===== src/rtl/sold_counter.sv =====
// sold_counter
//   Per-good sales tally for the vending machine. Keeps a saturating two-digit
//   BCD count for goods 1..NUM_GOODS plus a saturating two-digit BCD grand
//   total, and presents the count of the selected good to the display stage.
//
// Ports
//   clk        system clock, rising edge
//   EN         asynchronous active-low reset (clears counts, flags, FSM)
//   sell_req   sale request, level, held until sell_ack / sell_err
//   sell_good  good being sold (1..NUM_GOODS valid)
//   sell_qty   units in this sale (1..3 valid)
//   sell_ack   one-cycle pulse: sale committed
//   sell_err   one-cycle pulse: request rejected (good 0 or qty 0)
//   clr_req    clear-all request, level, held until clr_done
//   clr_done   one-cycle pulse on the last cycle of the clear sweep
//   view_good  good selected for display
//   behavior   registered copy of view_good
//   sold1/2    BCD units / tens of the viewed good's count
//   sat        viewed good's count has saturated at 99
//   total1/2   BCD units / tens of the grand total
module sold_counter #(
  parameter int NUM_GOODS = 7
) (
  input  logic       clk,
  input  logic       EN,
  input  logic       sell_req,
  input  logic [2:0] sell_good,
  input  logic [1:0] sell_qty,
  output logic       sell_ack,
  output logic       sell_err,
  input  logic       clr_req,
  output logic       clr_done,
  input  logic [2:0] view_good,
  output logic [2:0] behavior,
  output logic [3:0] sold1,
  output logic [3:0] sold2,
  output logic       sat,
  output logic [3:0] total1,
  output logic [3:0] total2
);

  localparam logic [2:0] S_IDLE = 3'd0;
  localparam logic [2:0] S_ADD  = 3'd1;
  localparam logic [2:0] S_ACK  = 3'd2;
  localparam logic [2:0] S_ERR  = 3'd3;
  localparam logic [2:0] S_CLR  = 3'd4;

  localparam logic [2:0] MAX_GOOD = 3'(NUM_GOODS);
  localparam logic [2:0] LAST_PTR = 3'd7;
  localparam logic [7:0] BCD_MAX  = 8'h99;

  logic [2:0] state_q, state_d;
  logic [2:0] good_q,  good_d;
  logic [1:0] rem_q,   rem_d;
  logic [2:0] ptr_q,   ptr_d;
  logic [7:0] cnt_q    [8];
  logic [7:0] cnt_d    [8];
  logic [7:0] satf_q, satf_d;
  logic [7:0] total_q, total_d;

  logic [2:0] behavior_q, behavior_d;
  logic [7:0] disp_q,     disp_d;
  logic       sat_q,      sat_d;

  logic       good_ok;

  // Two-digit BCD increment; callers handle the 99 ceiling.
  function automatic logic [7:0] bcd_inc(input logic [7:0] v);
    logic [7:0] r;
    if (v[3:0] == 4'd9) begin
      r = {v[7:4] + 4'd1, 4'd0};
    end else begin
      r = {v[7:4], v[3:0] + 4'd1};
    end
    return r;
  endfunction

  assign good_ok = (sell_good != 3'd0) && (sell_good <= MAX_GOOD);

  always_comb begin
    state_d = state_q;
    good_d  = good_q;
    rem_d   = rem_q;
    ptr_d   = ptr_q;
    cnt_d   = cnt_q;
    satf_d  = satf_q;
    total_d = total_q;

    case (state_q)
      S_IDLE: begin
        if (clr_req) begin
          state_d = S_CLR;
          ptr_d   = '0;
        end else if (sell_req) begin
          if (good_ok && (sell_qty != 2'd0)) begin
            state_d = S_ADD;
            good_d  = sell_good;
            rem_d   = sell_qty;
          end else begin
            state_d = S_ERR;
          end
        end
      end

      S_ADD: begin
        // One unit per cycle; an increment attempted at 99 holds and flags.
        if (cnt_q[good_q] == BCD_MAX) begin
          satf_d[good_q] = 1'b1;
        end else begin
          cnt_d[good_q] = bcd_inc(cnt_q[good_q]);
        end
        if (total_q != BCD_MAX) begin
          total_d = bcd_inc(total_q);
        end
        rem_d = rem_q - 2'd1;
        if (rem_q == 2'd1) begin
          state_d = S_ACK;
        end
      end

      S_ACK, S_ERR: begin
        state_d = S_IDLE;
      end

      S_CLR: begin
        cnt_d[ptr_q]  = '0;
        satf_d[ptr_q] = 1'b0;
        ptr_d         = ptr_q + 3'd1;
        if (ptr_q == LAST_PTR) begin
          total_d = '0;
          state_d = S_IDLE;
        end
      end

      default: begin
        state_d = S_IDLE;
      end
    endcase

    // Entry 0 is never a real good and always reads as zero.
    cnt_d[0]  = '0;
    satf_d[0] = 1'b0;
  end

  always_comb begin
    behavior_d = view_good;
    disp_d     = cnt_q[view_good];
    sat_d      = satf_q[view_good];
  end

  always_ff @(posedge clk or negedge EN) begin
    if (!EN) begin
      state_q    <= S_IDLE;
      good_q     <= '0;
      rem_q      <= '0;
      ptr_q      <= '0;
      satf_q     <= '0;
      total_q    <= '0;
      behavior_q <= '0;
      disp_q     <= '0;
      sat_q      <= 1'b0;
      for (int unsigned i = 0; i < 8; i++) begin
        cnt_q[i] <= '0;
      end
    end else begin
      state_q    <= state_d;
      good_q     <= good_d;
      rem_q      <= rem_d;
      ptr_q      <= ptr_d;
      satf_q     <= satf_d;
      total_q    <= total_d;
      behavior_q <= behavior_d;
      disp_q     <= disp_d;
      sat_q      <= sat_d;
      for (int unsigned i = 0; i < 8; i++) begin
        cnt_q[i] <= cnt_d[i];
      end
    end
  end

  assign sell_ack = (state_q == S_ACK);
  assign sell_err = (state_q == S_ERR);
  assign clr_done = (state_q == S_CLR) && (ptr_q == LAST_PTR);

  assign behavior = behavior_q;
  assign sold1    = disp_q[3:0];
  assign sold2    = disp_q[7:4];
  assign sat      = sat_q;
  assign total1   = total_q[3:0];
  assign total2   = total_q[7:4];

endmodule


===== config.mk =====
export PLATFORM = sky130hd
export DESIGN_NAME = sold_counter
export DESIGN_NICKNAME = d
export VERILOG_FILES = /design/src/rtl/sold_counter.sv
export SDC_FILE = /design/constraint.sdc
export NUM_CORES = 1
export LEC_CHECK = 0
export ABC_AREA = 1
export BUFFER_PORTS_ARGS = -buffer_cell sky130_fd_sc_hd__buf_4
export CORE_MARGIN = 5
export CORE_UTILIZATION = 45
export CTS_BUF_LIST = sky130_fd_sc_hd__clkbuf_16
export DETAILED_ROUTE_END_ITERATION = 16
export SLEW_MARGIN = 20
export SYNTH_ARGS = -nofsm -noshare
export SYNTH_HDL_FRONTEND = slang
export SYNTH_SLANG_ARGS = --single-unit

===== constraint.sdc =====
create_clock -name clk -period 5.8 [get_ports clk]
set_input_delay 1.16 -clock clk [delete_from_list [all_inputs] [get_ports clk]]
set_output_delay 1.16 -clock clk [all_outputs]
set_load 0.005 [all_outputs]

* After elaboration in Yosys (flattened, before gate mapping) *
Index checks and enable logic that the tools add are counted.

operators by class
  bitwise operators = 9
  reduce and logical (&&, ||, !) cells = 21
  muxes and demuxes = 40
  order comparisons = 11
  equality and inequality tests = 21
  $add $sub $neg = 6

operator list
  kind                                                       count
  one-hot mux 56 bit (2 select lines)                        1
  two-way mux 8 bit                                          13
  bitwise mux 64 bit                                         1
  AND 56 bit                                                 1
  two-way mux 56 bit                                         1
  NOT 56 bit                                                 1
  binary-select mux 8 bit (select 3 bit)                     2
  demux 8 bit (select 3 bit)                                 2
  one-hot mux 8 bit (2 select lines)                         2
  != test 2 bit (second input constant)                      10
  adder 4 x 1 -> 4 bit (second input constant)               4
  two-way mux 3 bit                                          5
  greater-or-equal comparator 4 bit (second input constant)  3
  < comparator 3 x 4 -> 1 bit (second input constant)        3
  NOT 3 -> 4 bit                                             3
  AND reduction 4 bit                                        3
  one-hot mux 3 bit (3 select lines)                         1
  AND 8 bit                                                  1
  == test 4 bit (second input constant)                      2
  == test 8 bit (second input constant)                      1
  < comparator 4 x 1 -> 1 bit (second input constant)        2
  two-way mux 2 bit                                          4
  != test 8 bit (second input constant)                      1
  NOT 8 bit                                                  1
  other kinds (22)                                           40

storage, ports and cells
  output and inout bits = 23
  input bits = 12
  logic and storage cells = 125
  flip-flop bits (word level) = 94

* Logic depth before layout (Yosys ltp) *
  depth in word-level cells = 11
  mapped depth = 19
  gate-level depth less buffers = 16

* Worst setup path after synthesis *
OpenSTA, ideal clock, no wires.

  path kind = input to register
  from = input port view_good[1]
  to = register disp_q[3]
  path buffers = 2
  slack = 3.670 ns
  required time = 5.714 ns
  arrival time = 2.045 ns
  stages = 6
  setup time = 0.086 ns
  cell sequence = clkbuf_1 -> inv_2 -> buf_1 -> a21oi_1 -> o21ai_0 -> a32oi_1

between the ends
  longest elaborated chain between the ends = 4

RTL lines
  item                                                  RTL line  RTL
  start: declaration                                    33        input logic [2:0] view_good,
  NOT 3 -> 4 bit (not written as such)                  147       disp_d = cnt_q[view_good];
  binary-select mux 8 bit (select 3 bit)                147
  two-way mux 8 bit (not written as such) (2 in a row)  147
  named net disp_d[3]                                   62        logic [7:0] disp_q, disp_d;
  end signal: assignment                                173       disp_q <= disp_d;
  end: declaration                                      62

The timed path passes the listed nets, and every way through them passes these cells. The select of a mux whose other input is x is not followed.
A chain may end at the register's enable or synchronous reset.

* Final worst setup path *
  from = register good_q[0]
  to = register cnt_q[43] (netlist bit)

between the ends
  longest elaborated chain between the ends = 11
  elaborated cells between the ends (all ways) = 20
  classes of those cells = 1 x add/sub; 2 x order compare; 3 x eq/ne; 11 x mux; 1 x bitwise; 2 x reduce/logical

RTL lines
  item                                                          RTL line  RTL
  start: declaration                                            53        logic [2:0] good_q, good_d;
  start signal: assignment                                      167       good_q <= good_d;
  NOT 3 -> 4 bit (not written as such) *                        107, 110
  binary-select mux 8 bit (select 3 bit)                        107, 110
  two-way mux 8 bit (not written as such) (2 in a row)          107, 110
  adder 4 x 1 -> 4 bit / == test 4 bit (equally long branches)  73, 70
  two-way mux 8 bit                                             70        if (v[3:0] == 4'd9) begin
  two-way mux 8 bit                                             107       if (cnt_q[good_q] == BCD_MAX) begin
  two-way mux 8 bit                                             89        case (state_q)
  bitwise mux 64 bit                                            110       cnt_d[good_q] = bcd_inc(cnt_q[good_q]);
  two-way mux 56 bit                                            107
  one-hot mux 56 bit (2 select lines)                           89
  end signal: indexed assignment                                176       cnt_q[i] <= cnt_d[i];
  end: declaration                                              56        logic [7:0] cnt_q [8];

Mark *: on every way between the ends. The rest lies on a longest branch, timed or not. The select of a mux whose other input is x is not followed.

==> flow_metrics.env <==
export IMPL_grt_pass1_vias=5773
export IMPL_setup_viol=0
export IMPL_min_period_over_period=0.567
export IMPL_reg2reg_slack_ps=2510
export IMPL_die_h_um=127
export IMPL_rr_startpoint="good_q[0]$_DFFE_PN0P_"
export IMPL_critPathArrivalTime_ps=3580
export IMPL_leakage_uw=0.00335
export IMPL_cts_tree="done"
export IMPL_io_buffers=34
export IMPL_min_from="rem_q[1]$_DFFE_PN0P_"
export IMPL_syn_avg_cell_area_um2=6.95
export IMPL_wl_per_cell_um=17.7
export IMPL_cts_setup_buffers=0
export IMPL_fin_crit_ps=3290
export IMPL_path_class="register to register"
export IMPL_drt_total_wl_mm=19.1
export IMPL_critPathMaxFanout=24
export IMPL_hpwl_mm=13.7
export IMPL_worst_ir_drop_vdd_v=0.000200
export IMPL_ys_warn_count=0
export IMPL_top_usage_layer="met2"
export IMPL_route_detailed_drc=0
export IMPL_overflow=0
export IMPL_clkSinkCount=94
export IMPL_timing_critical_path_required_ps=6090
export IMPL_postLayoutCoreUtil=0.510
export IMPL_min_to="rem_q[1]$_DFFE_PN0P_"
export IMPL_timing_final_hold_violations=0
export IMPL_antennaDiodeCount=0
export IMPL_maxCapViolations=0
export IMPL_end_kind="register"
export IMPL_antenna_found_initial=0
export IMPL_ys_seq_elements=94
export IMPL_place_congestion=0.971
export IMPL_skew_ps=9.97
export IMPL_worstRegToRegCells=13
export IMPL_row_count=42
export IMPL_syn_nets=902
export IMPL_area_growth_pct=10.8
export IMPL_fmax_ghz=0.304
export IMPL_die_w_um=127
export IMPL_ctsRootBufferMaster="clkbuf_16"
export IMPL_hold_class="register to register"
export IMPL_drt_initial_drc_count=566
export IMPL_clk_pin_slew_worst_paths_ps=70
export IMPL_pin_count=35
export IMPL_fin_nets=917
export IMPL_ctsHtreeMaxLevel=3
export IMPL_cts_resized=0
export IMPL_multi_input_area_mm2=0.00314
export IMPL_grt_pass1_wl_mm=30.8
export IMPL_first_pass_iters=6
export IMPL_routed_via_density=5.69
export IMPL_initial_core_util=0.460
export IMPL_fp_coreArea_mm2=0.0133
export IMPL_die_area_mm2=0.0160
export IMPL_regArea_mm2=0.00235
export IMPL_maxSlewViolCount=0
export IMPL_grt_usage=0.243
export IMPL_grt_met2_usage=0.379
export IMPL_outcome="completed"
export IMPL_nFillCells=1329
export IMPL_grt_setup_unrepaired="no"
export IMPL_relSlewSlack=0.423
export IMPL_ant_nets=0
export IMPL_num_vias=6118
export IMPL_hold_buffers=0
export IMPL_worst_slew_pin_transition_ps=865
export IMPL_ys_seq_area_frac=0.384
export IMPL_grt_use_met1=0.344
export IMPL_use_met3=0.0353
export IMPL_cp_start_kind="register"
export IMPL_netlist_area_mm2=0.00612
export IMPL_tns_ps=0
export IMPL_power_density_mw_per_mm2=438
export IMPL_grt_max_degree=77
export IMPL_yosysUniqueCellTypes=37
export IMPL_hold_depth=2
export IMPL_cts_path_max_buffers=2
export IMPL_worstSkewPairLatency_ps=360
export IMPL_synth_cells=881
export IMPL_cts_buffers=9
export IMPL_drive_gt1_frac=0.110
export IMPL_power_uw=2970
export IMPL_r2r_end="cnt_q[43]$_DFFE_PN0P_"
## where the power goes
part / internal (uW) / switching [uW]
registers: 776 / 150
logic: 336 / 1030
clock network: 419 / 260
total: 1530 / 1440
## flip-flops by register name (all words and copies together), names as in the netlist
| name | count |
|---|---|
| state_q | 3 |
| good_q | 3 |
| sat | 1 |
| rem_q | 2 |
| satf_q | 7 |
| ptr_q | 3 |
| disp_q | 8 |
| total_q | 8 |
| behavior | 3 |
| cnt_q | 56 |
## worst max-delay path, cell delays in order (launching register included)
cell,delay [ps]
dfrtp_1,860
buf_4,360
nand2_1,90
nand3_1,80
nand2_1,80
inv_2,50
nand2_1,320
nand2_2,250
nor2_8,60
inv_1,90
nand3_1,470
o21ai_0,370
nand2_1,70
nand2_1,60
## layout make-up
type                            count  area share
Sequential cell                    94       0.347
Multi-Input combinational cell    636       0.463
Tap cell                          176      0.0325
Timing Repair Buffer               40      0.0443
Clock inverter                      6      0.0164
Inverter                          115      0.0644
Clock buffer                        9      0.0332
## logic make-up after synthesis
| family | after synthesis | synth area share |
|---|---|---|
| and+or+nand+nor | 460 | 0.334 |
| AOI/OAI and AO/OA | 164 | 0.155 |
| buffers and inverters | 151 | 0.103 |
| DFF | 94 | 0.384 |
| adders and majority gates | 9 | 0.0184 |
| muxes | 2 | 0.00347 |
| xor gates and xnor gates | 1 | 0.00143 |
## how the worst max path moves through the flow
stage                      startpoint                     to  depth (start not counted)
6_report        good_q[0]$_DFFE_PN0P_  cnt_q[43]$_DFFE_PN0P_                         13
5_1_grt         good_q[0]$_DFFE_PN0P_   cnt_q[3]$_DFFE_PN0P_                         13
3_3_place_gp    good_q[0]$_DFFE_PN0P_   cnt_q[4]$_DFFE_PN0P_                         13
3_5_place_dp    good_q[0]$_DFFE_PN0P_  cnt_q[43]$_DFFE_PN0P_                         13
4_1_cts        state_q[0]$_DFFE_PN0P_               clr_done                          7
2_1_floorplan            view_good[1]    disp_q[3]$_DFF_PN0_                          6
## per-layer routing
metal / up-vias / part of all wire
li1: 2926 / -
met1: 2893 / 0.44
met2: 259 / 0.45
met3: 40 / 0.071
met4: 0 / 0.030
met5: - / 0
## layout by cell type, fill, tap and decap left out, types with 2 or more instances in the layout
cell       Yosys  final
nand3_2        7      7
bufinv_16      0      3
inv_1        107    107
o211ai_1       6      6
buf_4          5     40
nor3_1        15     15
o21ai_2        6      6
o22ai_1        7      7
o21a_1         2      2
a32oi_1        5      5
nand2_4        2      2
a21oi_1       30     30
nor2_8         2      2
nor2_1        39     39
ha_1           9      9
inv_2          6      6
clkbuf_16      0      9
nand2_1      257    256
a31oi_1       10     10
nand4_1        7      7
dfrtp_1       94     94
inv_4          2      2
nor3b_1        2      2
o21ai_1       12     12
o21ai_0       74     74
nand3_1      111    111
nor2_2         4      4
o32ai_1       11     11
nand2_2       12     13
## cells in the mapped netlist (all sizes together)
cell type / n / area (um2)
nand2: 271 / 1060
nand3: 118 / 626
inv: 115 / 437
dfrtp: 94 / 2350
o21ai: 92 / 483
nor2: 45 / 211
a21oi: 30 / 150
buf: 20 / 136
clkbuf: 16 / 60.1
nor3: 15 / 75.1
o32ai: 11 / 96.3
a31oi: 10 / 62.6
ha: 9 / 113
nand4: 7 / 43.8
o22ai: 7 / 43.8
o211ai: 6 / 45.0
a32oi: 5 / 43.8
nor3b: 2 / 15.0
o21a: 2 / 15.0
mux2: 1 / 11.3
mux2i: 1 / 10.0
nand3b: 1 / 7.51
o31ai: 1 / 7.51
or2: 1 / 6.26
xor2: 1 / 8.76
## through the flow
stage                     hold WS (ps)  cells  setup WS, ps  area, um2
after CTS                          513   1076          2600       6790
after floorplan                    452    881          3670       6120
final                              504   1076          2510       6790
after global routing               531   1076          2270       6790
after global placement             464   1061          2750       6450
after detailed placement           497   1061          2650       6450
No activity file was read; power rests on OpenSTA's default activity.
